===== src/rtl/acc_tile_sched.sv =====
// Multi-tile sequencer for the conv accelerator: for each tile it runs a read-master fetch,
// one conv engine pass and a write-master store, stepping src/dst addresses by TILE_BYTES.
module acc_tile_sched #(
  parameter int ADDR_W     = 64,
  parameter int TILE_W     = 16,
  parameter int TILE_BYTES = 4096
) (
  input  logic              clk,
  input  logic              rst_n,
  input  logic              ap_start,
  input  logic              ap_continue,
  output logic              ap_ready,
  output logic              ap_done,
  output logic              ap_idle,
  input  logic [TILE_W-1:0] num_tiles,
  input  logic [ADDR_W-1:0] src_base,
  input  logic [ADDR_W-1:0] dst_base,
  output logic              rmst_start,
  output logic [ADDR_W-1:0] rmst_addr,
  input  logic              rmst_done,
  output logic              op_start,
  input  logic              end_conv,
  output logic              wmst_start,
  output logic [ADDR_W-1:0] wmst_addr,
  input  logic              wmst_done,
  output logic [TILE_W-1:0] tile_idx
);

  typedef enum logic [2:0] {
    S_IDLE    = 3'd0,
    S_RD_REQ  = 3'd1,
    S_RD_WAIT = 3'd2,
    S_OP_REQ  = 3'd3,
    S_CONV    = 3'd4,
    S_WR_REQ  = 3'd5,
    S_WR_WAIT = 3'd6,
    S_DONE    = 3'd7
  } state_t;

  localparam logic [ADDR_W-1:0] STRIDE   = ADDR_W'(TILE_BYTES);
  localparam logic [TILE_W-1:0] TILE_ONE = {{(TILE_W-1){1'b0}}, 1'b1};

  // Address stepping wraps silently modulo 2^ADDR_W.
  function automatic logic [ADDR_W-1:0] next_addr(input logic [ADDR_W-1:0] a);
    return a + STRIDE;
  endfunction

  state_t            state_q, state_d;
  logic [TILE_W-1:0] num_q, num_d;
  logic [TILE_W-1:0] tile_q, tile_d;
  logic [ADDR_W-1:0] raddr_q, raddr_d;
  logic [ADDR_W-1:0] waddr_q, waddr_d;
  logic              rd_start_q, rd_start_d;
  logic              op_start_q, op_start_d;
  logic              wr_start_q, wr_start_d;
  logic              done_q, done_d;
  logic              idle_q, idle_d;
  logic              last_tile_s;

  assign last_tile_s = (tile_q == (num_q - TILE_ONE));

  // Next-state, tile bookkeeping and output decode; pulses follow the state being entered.
  always_comb begin
    state_d = state_q;
    num_d   = num_q;
    tile_d  = tile_q;
    raddr_d = raddr_q;
    waddr_d = waddr_q;
    case (state_q)
      S_IDLE: begin
        if (ap_start) begin
          num_d   = num_tiles;
          tile_d  = {TILE_W{1'b0}};
          raddr_d = src_base;
          waddr_d = dst_base;
          if (num_tiles == {TILE_W{1'b0}}) begin
            state_d = S_DONE;
          end else begin
            state_d = S_RD_REQ;
          end
        end else begin
          state_d = S_IDLE;
        end
      end
      S_RD_REQ: state_d = S_RD_WAIT;
      S_RD_WAIT: begin
        if (rmst_done) begin
          state_d = S_OP_REQ;
        end else begin
          state_d = S_RD_WAIT;
        end
      end
      S_OP_REQ: state_d = S_CONV;
      S_CONV: begin
        if (end_conv) begin
          state_d = S_WR_REQ;
        end else begin
          state_d = S_CONV;
        end
      end
      S_WR_REQ: state_d = S_WR_WAIT;
      S_WR_WAIT: begin
        if (wmst_done) begin
          if (last_tile_s) begin
            state_d = S_DONE;
          end else begin
            tile_d  = tile_q + TILE_ONE;
            raddr_d = next_addr(raddr_q);
            waddr_d = next_addr(waddr_q);
            state_d = S_RD_REQ;
          end
        end else begin
          state_d = S_WR_WAIT;
        end
      end
      S_DONE: begin
        if (ap_continue) begin
          state_d = S_IDLE;
        end else begin
          state_d = S_DONE;
        end
      end
      default: state_d = S_IDLE;
    endcase

    rd_start_d = (state_d == S_RD_REQ);
    op_start_d = (state_d == S_OP_REQ);
    wr_start_d = (state_d == S_WR_REQ);
    done_d     = (state_d == S_DONE);
    idle_d     = (state_d == S_IDLE);
  end

  // State and output registers with synchronous active-low reset.
  always_ff @(posedge clk) begin
    if (!rst_n) begin
      state_q    <= S_IDLE;
      num_q      <= {TILE_W{1'b0}};
      tile_q     <= {TILE_W{1'b0}};
      raddr_q    <= {ADDR_W{1'b0}};
      waddr_q    <= {ADDR_W{1'b0}};
      rd_start_q <= 1'b0;
      op_start_q <= 1'b0;
      wr_start_q <= 1'b0;
      done_q     <= 1'b0;
      idle_q     <= 1'b1;
    end else begin
      state_q    <= state_d;
      num_q      <= num_d;
      tile_q     <= tile_d;
      raddr_q    <= raddr_d;
      waddr_q    <= waddr_d;
      rd_start_q <= rd_start_d;
      op_start_q <= op_start_d;
      wr_start_q <= wr_start_d;
      done_q     <= done_d;
      idle_q     <= idle_d;
    end
  end

  assign ap_ready   = idle_q;
  assign ap_idle    = idle_q;
  assign ap_done    = done_q;
  assign rmst_start = rd_start_q;
  assign op_start   = op_start_q;
  assign wmst_start = wr_start_q;
  assign rmst_addr  = raddr_q;
  assign wmst_addr  = waddr_q;
  assign tile_idx   = tile_q;

  acc_tile_sched_chk u_chk (
    .clk        (clk),
    .rst_n      (rst_n),
    .rmst_start (rd_start_q),
    .op_start   (op_start_q),
    .wmst_start (wr_start_q),
    .ap_done    (done_q),
    .ap_idle    (idle_q)
  );

endmodule

// Protocol checks: at most one of pulses/done/idle per cycle, and no back-to-back pulses.
module acc_tile_sched_chk (
  input logic clk,
  input logic rst_n,
  input logic rmst_start,
  input logic op_start,
  input logic wmst_start,
  input logic ap_done,
  input logic ap_idle
);

  logic pulse_prev_q;
  logic pulse_s;

  assign pulse_s = rmst_start | op_start | wmst_start;

  // Remember whether the previous cycle carried any start pulse.
  always_ff @(posedge clk) begin
    if (!rst_n) begin
      pulse_prev_q <= 1'b0;
    end else begin
      pulse_prev_q <= pulse_s;
    end
  end

  // Immediate checks evaluated once per cycle outside reset.
  always_ff @(posedge clk) begin
    if (rst_n) begin
      a_exclusive: assert ($countones({rmst_start, op_start, wmst_start, ap_done, ap_idle}) <= 1);
      a_no_b2b:    assert (!(pulse_prev_q && pulse_s));
    end else begin
      a_rst_quiet: assert (!pulse_s || !pulse_prev_q);
    end
  end

endmodule


===== config.mk =====
export PLATFORM = sky130hd
export DESIGN_NAME = acc_tile_sched
export DESIGN_NICKNAME = d
export VERILOG_FILES = /design/src/rtl/acc_tile_sched.sv
export SDC_FILE = /design/constraint.sdc
export NUM_CORES = 1
export LEC_CHECK = 0
export BUFFER_PORTS_ARGS = -buffer_cell sky130_fd_sc_hd__buf_2
export CORE_UTILIZATION = 47
export CTS_CLUSTER_DIAMETER = 40
export DETAILED_ROUTE_END_ITERATION = 10
export PLACE_DENSITY = 0.76
export SLEW_MARGIN = 20
export SYNTH_ARGS = -nofsm -noshare
export SYNTH_HDL_FRONTEND = slang
export SYNTH_SLANG_ARGS = --single-unit

===== constraint.sdc =====
create_clock -name clk -period 3.2 [get_ports clk]
set_clock_uncertainty 0.2 [all_clocks]
set_input_delay 0.16 -clock clk [delete_from_list [all_inputs] [get_ports clk]]
set_output_delay 0.16 -clock clk [all_outputs]
set_load 0.03 [all_outputs]

# --- After elaboration in Yosys (flattened, before gate mapping) ---
# Index checks and enable logic that the tools add are counted.
classes:
  add_sub_neg: 4
  eq_ne: 15
  n_mux: 20
  reduce_logical: 6
op_table:
  columns: ["op", "count"]
  rows:
  - ["64-bit 2-to-1 mux", 6]
  - ["64-bit one-hot mux with 2 select lines", 2]
  - ["64-bit by 13-bit adder with 64-bit output, second input constant", 2]
  - ["16-bit 2-to-1 mux", 3]
  - ["16-bit one-hot mux with 2 select lines", 1]
  - ["3-bit one-hot mux with 8 select lines", 1]
  - ["3-bit == test, second input constant", 6]
  - ["16-bit by 1-bit adder with 16-bit output, second input constant", 1]
  - ["16-bit == test", 1]
  - ["16-bit zero test", 1]
  - ["16-bit by 1-bit subtractor with 16-bit output, second input constant", 1]
  - ["3-bit 2-to-1 mux", 5]
  - ["3-bit by 2-bit == test with 1-bit output, second input constant", 3]
  - ["3-bit by 1-bit == test with 1-bit output, second input constant", 2]
  - ["3-bit zero test", 2]
  - ["2-bit inequality test, second input constant", 3]
  - ["4-bit AND reduction", 1]
  - ["1-bit 2-to-1 mux", 2]
  - ["2-bit AND reduction", 1]
  - ["2-bit nonzero test", 1]
word_totals:
  regBits: 168
  inputBits: 151
  output_inout_bits: 150
  word_cells: 55

# --- Longest topological paths before layout ---
# Gate-level depths: netlist of run 1.
depth:
  depth_word: 6
  depth_mapped: 13
  mapped_depth_nobuf: 10

# --- Worst setup path after synthesis of run 1 ---
# Ideal clock, no wire load.
synth_timing:
  path_kind: "register to register"
  start: "register num_q[0]"
  end: "register waddr_q[53] (netlist: wmst_addr[53])"
  setup_ns: 0.119
  t_arrival_ns: 2.946
  required_ns: 2.881
  path_slack_ns: -0.065
  path_stages_with_launch: 13
  n_path_buf: 2
  synth_period_minus_slack_ns: 3.265
  path_cell_list: "dfxtp_1 > inv_1 > ha_1 > nor3b_1 > nand2_1 > or3_1 > a32o_1 > or4_4 > a21oi_4 > buf_6 > buf_6 > nor2_1 > o221a_1"
synth_via:
  elab_chain_len: 4
synth_lines:
  columns: ["element", "line_no", "text"]
  rows:
  - ["start: declaration", "49", "logic [TILE_W-1:0] num_q, num_d;"]
  - ["start signal: assignment", "137", "num_q <= {TILE_W{1'b0}};"]
  - ["start signal: assignment", "148", "num_q <= num_d;"]
  - ["16-bit by 1-bit subtractor with 16-bit output", "60", "assign last_tile_s = (tile_q == (num_q - TILE_ONE));"]
  - ["16-bit == test", "60", null]
  - ["2-bit inequality test (no source line)", null, null]
  - ["4-bit AND reduction (no source line)", null, null]
  - ["end signal: assignment", "140", "waddr_q <= {ADDR_W{1'b0}};"]
  - ["end signal: assignment", "151", "waddr_q <= waddr_d;"]
  - ["end: declaration", "52", "logic [ADDR_W-1:0] waddr_q, waddr_d;"]
# Every way passes these cells.
# A chain may end at the register's enable or synchronous reset.

# --- Final worst setup path of run 1 ---
layout_timing:
  start: "register num_q[4]"
  end: "register raddr_q[28] (netlist: rmst_addr[28])"
layout_via:
  elab_chain_len: 4
layout_lines:
  columns: ["element", "line_no", "text"]
  rows:
  - ["16-bit by 1-bit subtractor with 16-bit output", "60", null]
  - ["16-bit == test", "60", null]
  - ["2-bit inequality test (no source line)", null, null]
  - ["4-bit AND reduction (no source line)", null, null]
  - ["end signal: assignment", "139", "raddr_q <= {ADDR_W{1'b0}};"]
  - ["end signal: assignment", "150", "raddr_q <= raddr_d;"]
  - ["end: declaration", "51", "logic [ADDR_W-1:0] raddr_q, raddr_d;"]
# Every way passes these cells.

==> run summary, run 1 <==
outcome - complete, but fails checks
failing checks - negative setup slack
clock latency on the worst-skew pair - 440 ps
Die X - 145 microns
CTS sink count - 168
CTS buffer count - 17
fin crit share - 1.02
Crit Path Category - reg2reg
CP max-delay cell - or4_4
PortBufs - 300
global-route usage over all layers - 0.351
most used cell, CP - or4_4
post-synthesis xor/xnor area fraction - 0.0183
crit path cell chain - or4_4, nor3_4, o2111ai_2, a32o_2, or4_4, buf_4, o21ai_4, buf_12, a21oi_1, o221a_2
Final Max Slew Viols - 0
cell area after synthesis - 9590 sq um
Layout area overhead - 45.8%
Clock Path Buffers - 2
vias per cell - 6.13
Post-Synthesis Cells - 1307
DRT iter0 DRCs - 1057
HP Class - in2reg
Syn Nets - 1462
synthesized flop and latch total - 168
Die H - 145 microns
drt pass-1 iters - 7
Final #Nets - 1920
Yosys cell types - 72
worst rel slew slack - 0.479
setup_tns - -473 ps
max-cap viol count - 0
number of synthesis warnings - 0
DRC errors left - 0
mux contribution to synthesized area - 0.00548
initial antenna violation count - 1
root buf cell - clkbuf_16
layout cells sized above 1 - 0.274
Compound-Gate Fraction of Synth Area - 0.288
Worst EP required - 3320 ps
combinational family with the most area after synthesis - compound AO/OA/AOI/OAI gates
FFs w/ async S/R, synth - 0
Worst path max stage delay - 580 ps
dpl hpwl - 24.4 mm
I/O Pins - 301
Startpoint Class - register
setup violators final - 29
number of synthesized flops with an enable pin - 0
sequential share of the synthesized area - 0.351
H-tree depth - 4
syn_area_per_cell - 7.34 sq um
Setup WS post-layout - -53.7 ps
std cell rows - 51
Die ar. - 21000 sq um
dpl ws - -137 ps
CP endpoint kind - register
Worst Path Arrival - 3380 ps
Starting Density - 0.486
Synth Area in Simple Gates - 0.282
worst-path maximum fanout - 31
largest net degree at the start of global routing - 65
Worst-Margin Slew - 781 ps
RSZ-0062 raised after global routing - yes
minimum clock period - 3250 ps
Clk pin slew, worst setup/hold paths - 70 ps
GP Congestion - 0.928
CTS tree - done
routed wire length - 37.8 mm
FMAX - 307 MHz
grt total ovfl - 0
number of global-route vias before repair - 11300
Fin. Hold Viols - 0
adder-cell share of the synthesized area - 0.00522
Power Dens Cells - 460 nW/um^2
leakage power - 5.97 nW
total number of vias - 12500
ys flop type - dfxtp_1
ANT nets after route - 0
Max VDD drop - 0.000382 V
detail-routed net length per standard cell - 18.5 microns
core footprint - 19700 sq um
wire length of the first global-routing pass - 57.7 mm
==> kinds of logic after synthesis <==
family          after synthesis
compound gates              428
xor+xnor                     20
fa+ha+maj                     4
buf+inv                     111
flops                       168
mux                           5
simple gates                571
==> synthesized netlist by cell type (11+ instances only) <==
cell | n | area share
and3_1 | 29 | 0.019
nand2_1 | 237 | 0.093
clkbuf_1 | 76 | 0.030
o21ai_0 | 71 | 0.037
inv_1 | 12 | 0.0047
nor2_1 | 104 | 0.041
and2_1 | 11 | 0.0072
xnor2_1 | 15 | 0.014
a211oi_1 | 22 | 0.017
o31ai_1 | 21 | 0.016
o211ai_1 | 11 | 0.0086
a31oi_1 | 29 | 0.019
nand4_1 | 30 | 0.020
o41ai_1 | 12 | 0.011
o221a_2 | 21 | 0.025
or3_1 | 12 | 0.0078
nor3_1 | 39 | 0.020
nor3b_1 | 11 | 0.0086
dfxtp_1 | 168 | 0.35
nand3_1 | 44 | 0.023
a21oi_1 | 167 | 0.087
==> stage by stage <==
step	cells	util	hold WS, ps	total power, mW	area [sq um]
floorplan	1307	-	81.9	3.54	9600
global placement	1862	0.597	201	4.12	11800
detailed placement	1862	0.597	204	4.15	11800
CTS	2033	0.702	9.74	6.34	13800
global route	2044	0.709	22.3	6.69	14000
finish	2044	0.709	5.63	6.43	14000
==> sequential cells by signal, summed over array words and instances, names as in the netlist <==
name	flops
op_start	1
state_q	3
ap_done	1
tile_idx	16
num_q	16
wmst_addr	64
rmst_addr	64
wmst_start	1
rmst_start	1
ap_idle	1
==> final timing paths <==
path	slack, ps	endpoint	from	cells past startpoint
min reg2reg	250	wmst_addr[1]$_SDFFE_PN0P_	wmst_addr[1]$_SDFFE_PN0P_	2
min	6	rmst_addr[14]$_SDFFE_PN0P_	src_base[14]	4
max	-50	rmst_addr[28]$_SDFFE_PN0P_	num_q[4]$_SDFFE_PN0P_	10
max reg2reg	-50	rmst_addr[28]$_SDFFE_PN0P_	num_q[4]$_SDFFE_PN0P_	10
==> layer usage <==
| layer | global-route usage | vias to the layer above | part of all wire |
|---|---|---|---|
| met2 | 0.568 | 774 | 0.47 |
| met4 | 0.199 | 0 | 0.049 |
| met5 | 0 | - | 0 |
| met3 | 0.0632 | 151 | 0.089 |
| li1 | - | 5751 | - |
| met1 | 0.439 | 5862 | 0.39 |
==> critical path, delay by kind of cell, from the launching register on <==
family,cells,cell delay (ps)
DFF,1,310
AOI/OAI and AO/OA,5,880
buffers and inverters,2,370
and+or+nand+nor,3,1380
==> area by class of cell <==
type	instances	area, sq um
antenna	1	2.50
clock buffer	22	474
clock inverter	10	91.3
fill	1558	5730
inverter	13	50.0
multi-input combinational	1030	5900
sequential	168	3360
tap	265	332
timing repair buffer	535	3770
==> power by group <==
part | internal (mW) | switching, mW
logic | 0.772 | 1.11
registers | 2.28 | 0.236
clock network | 1.14 | 0.893
==> layout by cell type, fill, tap and decap left out, types with 22 or more instances in the layout <==
cell / instances
nor2_1: 102
a21oi_1: 166
buf_4: 87
dfxtp_1: 167
o21ai_0: 63
a211oi_1: 22
nand2_1: 235
buf_2: 300
dlygate4sd3_1: 135
a31oi_1: 29
nand4_1: 30
nand3_1: 44
and3_1: 29
nor3_1: 37
==> what timing repair did <==
item / in CTS / in global routing
setup buffers: 1 / 9
hold endpoints to repair: 133 / 0
gates cloned: 3 / 1
pin swaps: 1 / 22
endpoints found under the setup margin: 75 / 99
gates resized for setup: 9 / 18
hold buffers: 135 / 0
Note: power is estimated with default switching activity, not from simulation.
==> run 2: changes to the inputs <==
--- a/config.mk
+++ b/config.mk
@@ -6,10 +6,11 @@
 export NUM_CORES = 1
 export LEC_CHECK = 0
 export BUFFER_PORTS_ARGS = -buffer_cell sky130_fd_sc_hd__buf_2
-export CORE_UTILIZATION = 47
+export CORE_UTILIZATION = 30
 export CTS_CLUSTER_DIAMETER = 40
 export DETAILED_ROUTE_END_ITERATION = 10
-export PLACE_DENSITY = 0.76
+export PLACE_DENSITY = 0.51
+export SKIP_CTS_REPAIR_TIMING = 1
 export SLEW_MARGIN = 20
 export SYNTH_ARGS = -nofsm -noshare
 export SYNTH_HDL_FRONTEND = slang
==> constraint.sdc (replaced) <==
create_clock -name clk -period 4.1 [get_ports clk]
set_clock_uncertainty 0.2 [all_clocks]
set_input_delay 0.205 -clock clk [delete_from_list [all_inputs] [get_ports clk]]
set_output_delay 0.205 -clock clk [all_outputs]
set_load 0.03 [all_outputs]
==> run 2 against run 1 <==
Compared with the run above: the flow finishes with violations (negative hold slack); highest routed layer unchanged; critical endpoint is now wmst_addr[21]$_SDFFE_PN0P_; cell count grew 2.0%; largest power group unchanged; register-to-register slack gained 300 ps; count of clock-buffer cells in the layout shrank 2.
==> run summary, run 2 (synthesis gave the netlist of run 1 again) <==
Clock Path Buffers - 2
Tot Pwr - 4.85 mW
GP Congestion - 0.886
max-cap viol count - 0
Clk pin slew, worst setup/hold paths - 70 ps
CTS sink count - 168
final hold slack - -49.7 ps
PortBufs - 300
fin crit share - 0.939
minimum clock period - 3850 ps
crit path to - wmst_addr[21]$_SDFFE_PN0P_
Worst Path Buf+Inv - 2
wire length of the first global-routing pass - 58.6 mm
detail-routed net length per standard cell - 18.9 microns
setup violators final - 0
CTS buffer count - 17
Starting Density - 0.305
crit path cell chain - inv_1, ha_1, nor3b_1, nand2_1, a2111oi_0, o211ai_1, or4_4, a21oi_4, buf_12, a21oi_1, o221a_2
DP Area - 11400 sq um
std cell rows - 65
CP max-delay cell - or4_4
Reg2Reg Setup Slack - 250 ps
Die X - 181 microns
ANT nets after route - 0
root buf cell - clkbuf_16
Worst Path Arrival - 3980 ps
I/O Pins - 301
Setup WS post-layout - 248 ps
# fillers - 3285
Layout area overhead - 36.7%
Startpoint Class - register
reg-to-reg endpoint - wmst_addr[21]$_SDFFE_PN0P_
fin area - 13100 sq um
Max VDD drop - 0.000289 V
commonest non-fill, non-tap cells in the layout - 300 x buf_2, 236 x nand2_1, 168 x dfxtp_1
total number of vias - 11400
worst rel slew slack - 0.313
Final #Nets - 1822
CTS tree - done
vias per cell - 5.47
RSZ-0062 raised after global routing - no
Fin. Hold Viols - 10
setup_tns - 0 ps
layout cells sized above 1 - 0.236
Non-Filler Instances - 2084
grt total ovfl - 0
area of the multi-input gates - 5790 sq um
dpl hpwl - 26.4 mm
clock latency on the worst-skew pair - 440 ps
register area - 3360 sq um
most common cell after layout, fill and taps aside - buf_2
routed wire length - 39.3 mm
drt pass-1 iters - 7
Final Max Slew Viols - 0
HP Class - in2reg
largest net degree at the start of global routing - 86
Layout Utilization - 0.416
reg2reg start - num_q[0]$_SDFFE_PN0P_
H-tree depth - 4
DRC errors left - 0
DRT iter0 DRCs - 1017
leakage power - 5.40 nW
FMAX - 260 MHz
worst-path maximum fanout - 85
dpl ws - 323 ps
Die ar. - 32700 sq um
Worst path max stage delay - 640 ps
core footprint - 31500 sq um
number of global-route vias before repair - 10100
global-route usage over all layers - 0.227
DP Cell Count - 1937
Power Dens Cells - 370 nW/um^2
outcome - complete, but fails checks
failing checks - negative hold slack
Die H - 181 microns
initial antenna violation count - 1
CP endpoint kind - register
Crit Path Category - reg2reg
worst setup path start - num_q[0]$_SDFFE_PN0P_
Worst path depth - 11
Worst EP required - 4230 ps
Worst Reg-to-Reg Cells - 11
Worst-Margin Slew - 1030 ps
CP top delay family - simple AND/OR/NAND/NOR gates
run 2: cell types whose count changed in the layout (fill, tap and decap cells not counted), moves of 3 or more:
cell	delta
buf_4	-62
dlygate4sd3_1	-22
buf_12	-8
o21ai_0	+7
o21ai_1	-7
clkbuf_8	-3
clkinv_2	-3
run 2: cell type report:
type,instances,area share
multi-input cells,1028,0.442
flip-flops and latches,168,0.257
repair buffers,439,0.217
well taps,402,0.0384
clock buffers,20,0.0333
clock inverters,12,0.00888
inverters,13,0.00391
diodes,2,0.000382
run 2: worst min-delay path by stage:
| stage | startpoint | endpoint | cells past startpoint |
|---|---|---|---|
| final | dst_base[55] | wmst_addr[55]$_SDFFE_PN0P_ | 5 |
| after global routing | src_base[58] | rmst_addr[58]$_SDFFE_PN0P_ | 4 |
| after CTS | dst_base[7] | wmst_addr[7]$_SDFFE_PN0P_ | 3 |
| after detailed placement | rmst_addr[2]$_SDFFE_PN0P_ | rmst_addr[2]$_SDFFE_PN0P_ | 2 |
| after global placement | wmst_addr[11]$_SDFFE_PN0P_ | wmst_addr[11]$_SDFFE_PN0P_ | 2 |
| after floorplan | rst_n | state_q[0]$_SDFF_PN0_ | 2 |
run 2: where the power goes:
group          switching (mW)  internal (mW)  total (mW)
clock network           0.763          0.848        1.61
logic                   0.796          0.466        1.26
registers               0.199           1.78        1.98
run 2: per-layer routing:
layer | part of all wire | global-route usage
met1 | 0.46 | 0.309
met2 | 0.47 | 0.365
met3 | 0.055 | 0.0421
met4 | 0.017 | 0.0602
met5 | 0 | 0
run 2: worst min-delay path: stages:
cell     delay, ps
buf_2           90
nand2_1         60
o41ai_1         60
nand2_1         60
a21oi_1         60
